## config.mk

```make
export PLATFORM = sky130hd
export DESIGN_NAME = bcd_conv_arbiter
export DESIGN_NICKNAME = d
export VERILOG_FILES = /design/src/rtl/bcd_arb_pkg.sv /design/src/rtl/bcd_rr_picker.sv /design/src/rtl/bcd_conv_arbiter.sv
export SDC_FILE = /design/constraint.sdc
export NUM_CORES = 1
export LEC_CHECK = 0
export ABC_AREA = 1
export CORE_ASPECT_RATIO = 0.75
export CORE_MARGIN = 10
export CORE_UTILIZATION = 35
export CTS_CLUSTER_DIAMETER = 100
export DETAILED_ROUTE_END_ITERATION = 7
export GPL_ROUTABILITY_DRIVEN = 0
export PLACE_DENSITY = 0.69
export SLEW_MARGIN = 0
export SYNTH_ARGS = -nofsm -noshare
export SYNTH_HDL_FRONTEND = slang
export SYNTH_HIERARCHICAL = 1
export SYNTH_SLANG_ARGS = --single-unit
```

## constraint.sdc

```tcl
create_clock -name clk_i -period 5.5 [get_ports clk_i]
set_clock_uncertainty 0.05 [all_clocks]
set_input_delay 0.55 -clock clk_i [delete_from_list [all_inputs] [get_ports clk_i]]
set_output_delay 0.55 -clock clk_i [all_outputs]
set_load 0.02 [all_outputs]
```

## src/rtl/bcd_arb_pkg.sv

```systemverilog
// Shared state encoding and default widths for the BCD converter arbiter.
package bcd_arb_pkg;

  typedef enum logic [1:0] {
    IDLE  = 2'd0,
    ISSUE = 2'd1,
    BUSY  = 2'd2,
    RESP  = 2'd3
  } arb_state_t;

  localparam int DEF_N_REQ       = 4;
  localparam int DEF_BIN_N       = 16;
  localparam int DEF_BCD_N       = 20;
  localparam int DEF_TIMEOUT_CYC = 64;

endpackage

```

## src/rtl/bcd_rr_picker.sv

```systemverilog
// Combinational round-robin picker: first active request at or after ptr, wrapping.
module bcd_rr_picker #(
  parameter int N_REQ = 4,
  parameter int IDX_W = $clog2(N_REQ)
) (
  input  logic [N_REQ-1:0] req,
  input  logic [IDX_W-1:0] ptr,
  output logic [N_REQ-1:0] gnt,
  output logic [IDX_W-1:0] idx,
  output logic             any
);

  always_comb begin
    int unsigned k;
    logic        found;
    gnt   = '0;
    idx   = '0;
    found = 1'b0;
    k     = 0;
    for (int unsigned i = 0; i < N_REQ; i++) begin
      k = (32'(ptr) + i) % 32'(N_REQ);
      if (!found && req[k]) begin
        found  = 1'b1;
        gnt[k] = 1'b1;
        idx    = IDX_W'(k);
      end
    end
    any = |req;
  end

endmodule

```

## src/rtl/bcd_conv_arbiter.sv

```systemverilog
// Round-robin arbiter sharing one binary-to-BCD converter among N_REQ requesters.
// Define BCD_ARB_TIMEOUT_EN to add a BUSY watchdog that returns an error response.
module bcd_conv_arbiter
  import bcd_arb_pkg::*;
#(
  parameter int N_REQ       = DEF_N_REQ,
  parameter int BIN_N       = DEF_BIN_N,
  parameter int BCD_N       = DEF_BCD_N,
  parameter int TIMEOUT_CYC = DEF_TIMEOUT_CYC
) (
  input  logic                     clk_i,
  input  logic                     reset_i,
  input  logic [N_REQ-1:0]         req_i,
  input  logic [N_REQ*BIN_N-1:0]   bin_i,
  output logic [N_REQ-1:0]         gnt_o,
  output logic                     conv_start_o,
  output logic [BIN_N-1:0]         conv_bin_o,
  input  logic                     conv_ready_i,
  input  logic                     conv_done_i,
  input  logic [BCD_N-1:0]         conv_bcd_i,
  output logic                     rsp_valid_o,
  input  logic                     rsp_ready_i,
  output logic [$clog2(N_REQ)-1:0] rsp_id_o,
  output logic [BCD_N-1:0]         rsp_bcd_o,
  output logic                     rsp_err_o
);

  localparam int IDX_W = $clog2(N_REQ);

  if (N_REQ < 2 || N_REQ > 8 || TIMEOUT_CYC < 1) begin : g_bad_param
    $error("bcd_conv_arbiter: N_REQ must be 2..8 and TIMEOUT_CYC >= 1");
  end

  arb_state_t       state, state_nxt;
  logic [IDX_W-1:0] ptr, ptr_nxt, pick_idx;
  logic [N_REQ-1:0] pick_gnt;
  logic             pick_any;
  logic             take;
  logic             timeout;

  bcd_rr_picker #(
    .N_REQ (N_REQ),
    .IDX_W (IDX_W)
  ) u_picker (
    .req (req_i),
    .ptr (ptr),
    .gnt (pick_gnt),
    .idx (pick_idx),
    .any (pick_any)
  );

  assign ptr_nxt = (pick_idx == IDX_W'(N_REQ - 1)) ? '0 : pick_idx + 1'b1;

  always_ff @(posedge clk_i or posedge reset_i) begin
    if (reset_i) state <= IDLE;
    else         state <= state_nxt;
  end

  // Grant is combinational in IDLE so it appears in the cycle conv_ready_i rises.
  always_comb begin
    state_nxt    = state;
    gnt_o        = '0;
    conv_start_o = 1'b0;
    rsp_valid_o  = 1'b0;
    take         = 1'b0;
    case (state)
      IDLE: begin
        if (pick_any && conv_ready_i && !reset_i) begin
          gnt_o     = pick_gnt;
          take      = 1'b1;
          state_nxt = ISSUE;
        end
      end
      ISSUE: begin
        conv_start_o = 1'b1;
        state_nxt    = BUSY;
      end
      BUSY: begin
        if (conv_done_i || timeout) state_nxt = RESP;
      end
      RESP: begin
        rsp_valid_o = 1'b1;
        if (rsp_ready_i) state_nxt = IDLE;
      end
      default: state_nxt = IDLE;
    endcase
  end

  always_ff @(posedge clk_i or posedge reset_i) begin
    if (reset_i) begin
      ptr        <= '0;
      conv_bin_o <= '0;
      rsp_id_o   <= '0;
      rsp_bcd_o  <= '0;
    end else begin
      if (take) begin
        ptr        <= ptr_nxt;
        conv_bin_o <= bin_i[pick_idx*BIN_N +: BIN_N];
        rsp_id_o   <= pick_idx;
      end
      if (state == BUSY) begin
        if (conv_done_i)  rsp_bcd_o <= conv_bcd_i;
        else if (timeout) rsp_bcd_o <= '0;
      end
    end
  end

`ifdef BCD_ARB_TIMEOUT_EN
  localparam int CNT_W = $clog2(TIMEOUT_CYC + 1);

  logic [CNT_W-1:0] wd_cnt;
  logic             err_q;

  // Fires on the TIMEOUT_CYC-th BUSY cycle without conv_done_i.
  assign timeout = (state == BUSY) && !conv_done_i && (wd_cnt == CNT_W'(TIMEOUT_CYC - 1));

  always_ff @(posedge clk_i or posedge reset_i) begin
    if (reset_i)             wd_cnt <= '0;
    else if (state != BUSY)  wd_cnt <= '0;
    else                     wd_cnt <= wd_cnt + 1'b1;
  end

  always_ff @(posedge clk_i or posedge reset_i) begin
    if (reset_i) begin
      err_q <= 1'b0;
    end else if (state == BUSY) begin
      if (conv_done_i)  err_q <= 1'b0;
      else if (timeout) err_q <= 1'b1;
    end
  end

  assign rsp_err_o = err_q;
`else
  assign timeout   = 1'b0;
  assign rsp_err_o = 1'b0;
`endif

endmodule

```

After elaboration in Yosys (flattened, before gate mapping):

Cells that the tools add are included.

* register bits: 42
* input bits: 93
* output and inout bits: 45

* add/subtract/negate cells: 4
* $lt $le $gt $ge: 8
* equal/unequal tests: 7
* shifts and indexed selects: 1
* muxes and demuxes: 38
* bitwise gates (word level): 3
* reduce and logical (&&, ||, !) cells: 17

Operators with widths (count)
* $shiftx A64 B7 Y16: 1
* $mux W4: 6
* $mux W2: 8
* $mux W1: 15
* $lt A2 B3 Y1 const B: 4
* $or A4 B4 Y4: 3
* $logic_and A1 B1 Y1: 9
* $bmux W1 S2: 4
* $demux W1 S2: 4
* $ge A2 B1 Y1 const B: 4
* $pmux W2 S4: 1
* $eq A2 B2 Y1 const B: 3
* $ne A2 B2 Y1 const B: 3
* $add A2 B1 Y2 const B: 2
* $add A2 B2 Y2 const B: 2
* $logic_not A1 Y1: 4
* $reduce_or A4 Y1: 1
* $reduce_and A3 Y1: 1
* $eq A2 B1 Y1 const B: 1
* $logic_not A2 Y1: 1
* $reduce_and A2 Y1: 1

Depth between registers and ports, before layout:

* depth in word-level cells: 14
* depth in mapped cells: 18
* mapped depth without buffers: 15

Hierarchy:

Netlist, hierarchy kept.

By module, submodules not included
* bcd_conv_arbiter: times used 1, cells each 352, area each 2577.5 um^2
* bcd_rr_picker: times used 1, cells each 83, area each 534.3 um^2

Least setup slack after synthesis:

No wires, ideal clock.

* path type: input port to output port
* start: input port reset_i
* end: output port gnt_o[0]
* arrival time: 1.865 ns
* setup slack: 3.035 ns
* stages on the path: 4
* path buffers: 1
* path through: inv_2 > nand4_4 > buf_2 > nor2_1

* cells in the longest elaborated chain, start to end: 4

Ends and longest elaborated chain
* start: declaration: RTL line bcd_conv_arbiter.sv:12 `input logic reset_i,`
* $logic_not A1 Y1 (no source line)
* $logic_and A1 B1 Y1: RTL line bcd_conv_arbiter.sv:68 `if (pick_any && conv_ready_i && !reset_i) begin`
* $mux W4: RTL line bcd_conv_arbiter.sv:68
* $mux W4: RTL line bcd_conv_arbiter.sv:66 `case (state)`
* end: declaration: RTL line bcd_conv_arbiter.sv:15 `output logic [N_REQ-1:0] gnt_o,`

Every way passes these cells.

Worst setup path in the final report:

* start: input port reset_i
* end: output port gnt_o[1]

The elaborated chain is that of the path after synthesis.

==> flow_metrics.py <==
metrics = {
    "routing": {
        "routedWlPerCell_um": 14.0,
        "drt-initial-drc-count": 176,
        "drtAntennaViolNets": 0,
        "routed_vias_inst": 4.50,
        "routed-via-count": 3026,
        "remaining_drc_errors": 0,
        "routed_wirelength_mm": 9.44,
        "detailedRoute.firstPassIterationCount": 4,
    },
    "hold_path": {
        "hold_path_class": "reg -> reg",
    },
    "clock_tree": {
        "cts_made_buffers": 5,
        "cts_sinks": 42,
        "cts_setup_buffers": 0,
        "ctsLongestPathBuffers": 2,
        "clock_tree_from_tritoncts": "yes",
        "clk_latency_ns": 0.27,
        "cts_resized": 0,
        "cts.clk_slew.worst_paths_ns": 0.06,
        "cts-hold-fix-buffers": 0,
        "cts-htree-levels": 2,
        "clk_root_buffer_cell": "clkbuf_16",
    },
    "floorplanning": {
        "die_y_um": 102,
        "design.portCount": 138,
        "std_cell_rows": 29,
        "floorplan.die.width_um": 129,
        "initial_utilization": 0.363,
        "placeableCoreArea_mm2": 0.00856,
        "dieArea_mm2": 0.0131,
    },
    "worst_setup_path": {
        "timing.critical_path.max_delay_family": "buffers and inverters",
        "critPathMaxStageDelay_ns": 0.64,
        "worstPathArrival_ns": 2.91,
        "setup.worst_path.class": "in -> out",
        "critPathCaptureType": "output port",
        "maximum_net_fanout_on_the_critical_path": 44,
        "timing.critical_path.from_type": "input pin",
        "critical_path.n_buffers_inverters": 4,
        "critical_path.most_common_cell": "clkdlybuf4s50_1",
        "critPathSlowestCell": "clkdlybuf4s50_1",
        "crit_required_ns": 4.90,
        "timing.critical_path.cells": "clkdlybuf4s50_1 -> inv_2 -> buf_4 -> nand4_4 -> nor2_1 -> clkdlybuf4s50_1",
    },
    "pwr": {
        "ir_worst_vdd_mv": 0.213,
        "power-per-cell-area_mw_per_mm2": 590,
        "static-leakage-power_uw": 0.00242,
    },
    "place": {
        "dp_hpwl_mm": 7.54,
        "placed_cells": 664,
        "buffer_ports.inserted": 136,
        "placed_cell_area_mm2": 0.00447,
    },
    "finish": {
        "layout_cells_sized_above_1": 0.0922,
        "area_delta_synth_final_pct": 49.8,
        "antennaDiodeCount": 0,
        "nets": 667,
        "fin_cells": 672,
        "finished_cell_area_mm2": 0.00466,
    },
    "timing": {
        "layout_min_cycle_time_ns": 3.51,
        "worst_slew_pin_slew_ns": 0.872,
        "timing.fmax_ghz": 0.285,
        "fin_tns_setup_ns": 0,
        "hold_violations": 0,
        "rsz0062_at_grt": "false",
        "final_min_period_over_clock_period": 0.638,
        "setup_viol": 0,
        "timing_max_transition_violations_final": 0,
        "slew_headroom": 0.418,
        "holdWs_ns": 0.429,
    },
    "logic_synthesis": {
        "synth.yosys.warnings": 6,
        "post_synth_design_cell_area_mm2": 0.00311,
        "ys_seq_elements": 42,
        "synth.yosys.seq_area_share": 0.338,
        "yosysTopAreaCell": "dfrtp_1",
        "netlist_top_cells_area": "dfrtp_1, nand2_1, inv_1",
        "syn-instance-count": 435,
        "synth_top_area_frac": 0.338,
        "asyncSetResetFlopFracSynth": 1.00,
        "ys.flop_type": "dfrtp_1",
        "edff_count_synth": 0,
        "synth_fp_nets": 539,
        "avg_synthesized_cell_area_um2": 7.15,
        "synth.distinct_cells": 29,
    },
    "global_route": {
        "number_of_antenna_violations_at_the_first_check_in_global_routing": 0,
        "grt_max_degree": 45,
        "globalRoute.totalOverflow": 0,
        "groute.usage.overall": 0.138,
        "global_route_wire_length_before_repair_mm": 14.9,
        "number_of_global_route_vias_before_repair": 3007,
    },
    "flow_run": {
        "drv_cap": 0,
    },
    "run_status": {
        "status": "finished clean",
    },
}
## synthesized netlist by cell type, types with 2 or more instances
cell      instances
o21ai_0           4
a21boi_0          4
buf_2             3
nor2_1           10
nand3_1          57
nand2_1         161
inv_1            81
dfrtp_1          42
nand2_2           4
mux2_2           20
buf_6            10
a21oi_1           5
inv_2             3
nand2_4           2
buf_4             4
ha_1             11
nand2_8           2
## where the power goes
| part | internal (µW) | switching (µW) |
|---|---|---|
| Clock | 261 | 118 |
| Sequential | 459 | 101 |
| Combinational | 741 | 1070 |
## logic make-up after synthesis
logic type | synth area share
multiplexers | 0.0724
AO/OA/AOI/OAI | 0.0241
buffers and inverters | 0.166
adder cells (fa/ha/maj) | 0.0442
flip-flops | 0.338
other | 0.00121
AND/OR/NAND/NOR | 0.354
## per-layer routing
| layer | track usage | vias to the layer above | wire (µm) | part of all wire |
|---|---|---|---|---|
| li1 | - | 1565 | - | - |
| met1 | 0.182 | 1321 | 4460 | 0.47 |
| met2 | 0.209 | 136 | 3900 | 0.41 |
| met3 | 0.0605 | 4 | 1040 | 0.11 |
| met4 | 0.0209 | 0 | 35 | 0.0037 |
| met5 | 0 | - | 0 | 0 |
## worst register-to-register path, cell delays in order (launching register included)
cell,delay [ns]
dfrtp_1,0.67
inv_8,0.10
ha_1,0.36
inv_1,0.14
nand3_1,0.10
nand2_1,0.13
nand3_1,0.08
nor2_1,0.13
nor2_1,0.07
nor2_2,0.66
buf_4,0.36
inv_4,0.16
nand2_1,0.12
nand3_1,0.07
nand2_1,0.11
nand2_1,0.05
nand2_1,0.06
## final timing paths
kind                                                start                          to  slack, ns  cells past startpoint
worst max-delay path                              reset_i                    gnt_o[1]       1.99                      6
worst min-delay path            conv_bin_o[8]$_DFFE_PP0P_   conv_bin_o[8]$_DFFE_PP0P_       0.43                      2
worst max register to register         ptr[0]$_DFFE_PP0P_  conv_bin_o[12]$_DFFE_PP0P_       2.03                     16
worst min register to register  conv_bin_o[8]$_DFFE_PP0P_   conv_bin_o[8]$_DFFE_PP0P_       0.43                      2
max in group asynchronous                         reset_i   conv_bin_o[7]$_DFFE_PP0P_       4.32                      3
min in group asynchronous                         reset_i   rsp_bcd_o[15]$_DFFE_PP0P_       0.69                      3
## placed cells by master (no fill, tap or decap), types with 2 or more instances in the layout
master	count
nand2_8	2
nand2_2	4
bufinv_16	2
clkdlybuf4s50_1	136
buf_4	2
nor2_1	9
inv_1	81
nand2_4	2
nor2_2	2
nand2_1	161
clkinv_4	2
nand3_1	57
a21oi_1	5
ha_1	11
o21ai_0	4
mux2_2	20
dfrtp_1	42
a21boi_0	4
inv_2	3
clkbuf_16	5
## registers in the layout, summed over array words and instances, names as in the netlist
register / flops
conv_bin_o: 16
ptr: 2
rsp_bcd_o: 20
rsp_id_o: 2
state: 2
## through the flow
step | power, µW | setup slack [ns] | util
after detailed placement | 2390 | 1.91 | 0.522
after CTS | 2780 | 1.89 | 0.544
after global routing | 3000 | 1.66 | 0.544
after floorplan | 1890 | 3.04 | -
after global placement | 2350 | 1.98 | 0.522
final | 2750 | 1.99 | 0.544
## area by class of cell
cell class	instances	area, µm²
fill	786	3900
multi-input combinational	288	1550
timing repair buffer	138	1380
sequential	42	1050
inverter	88	359
tap	108	135
clock buffer	5	125
clock inverter	3	68.8
No activity file was read; power rests on OpenSTA's default activity.
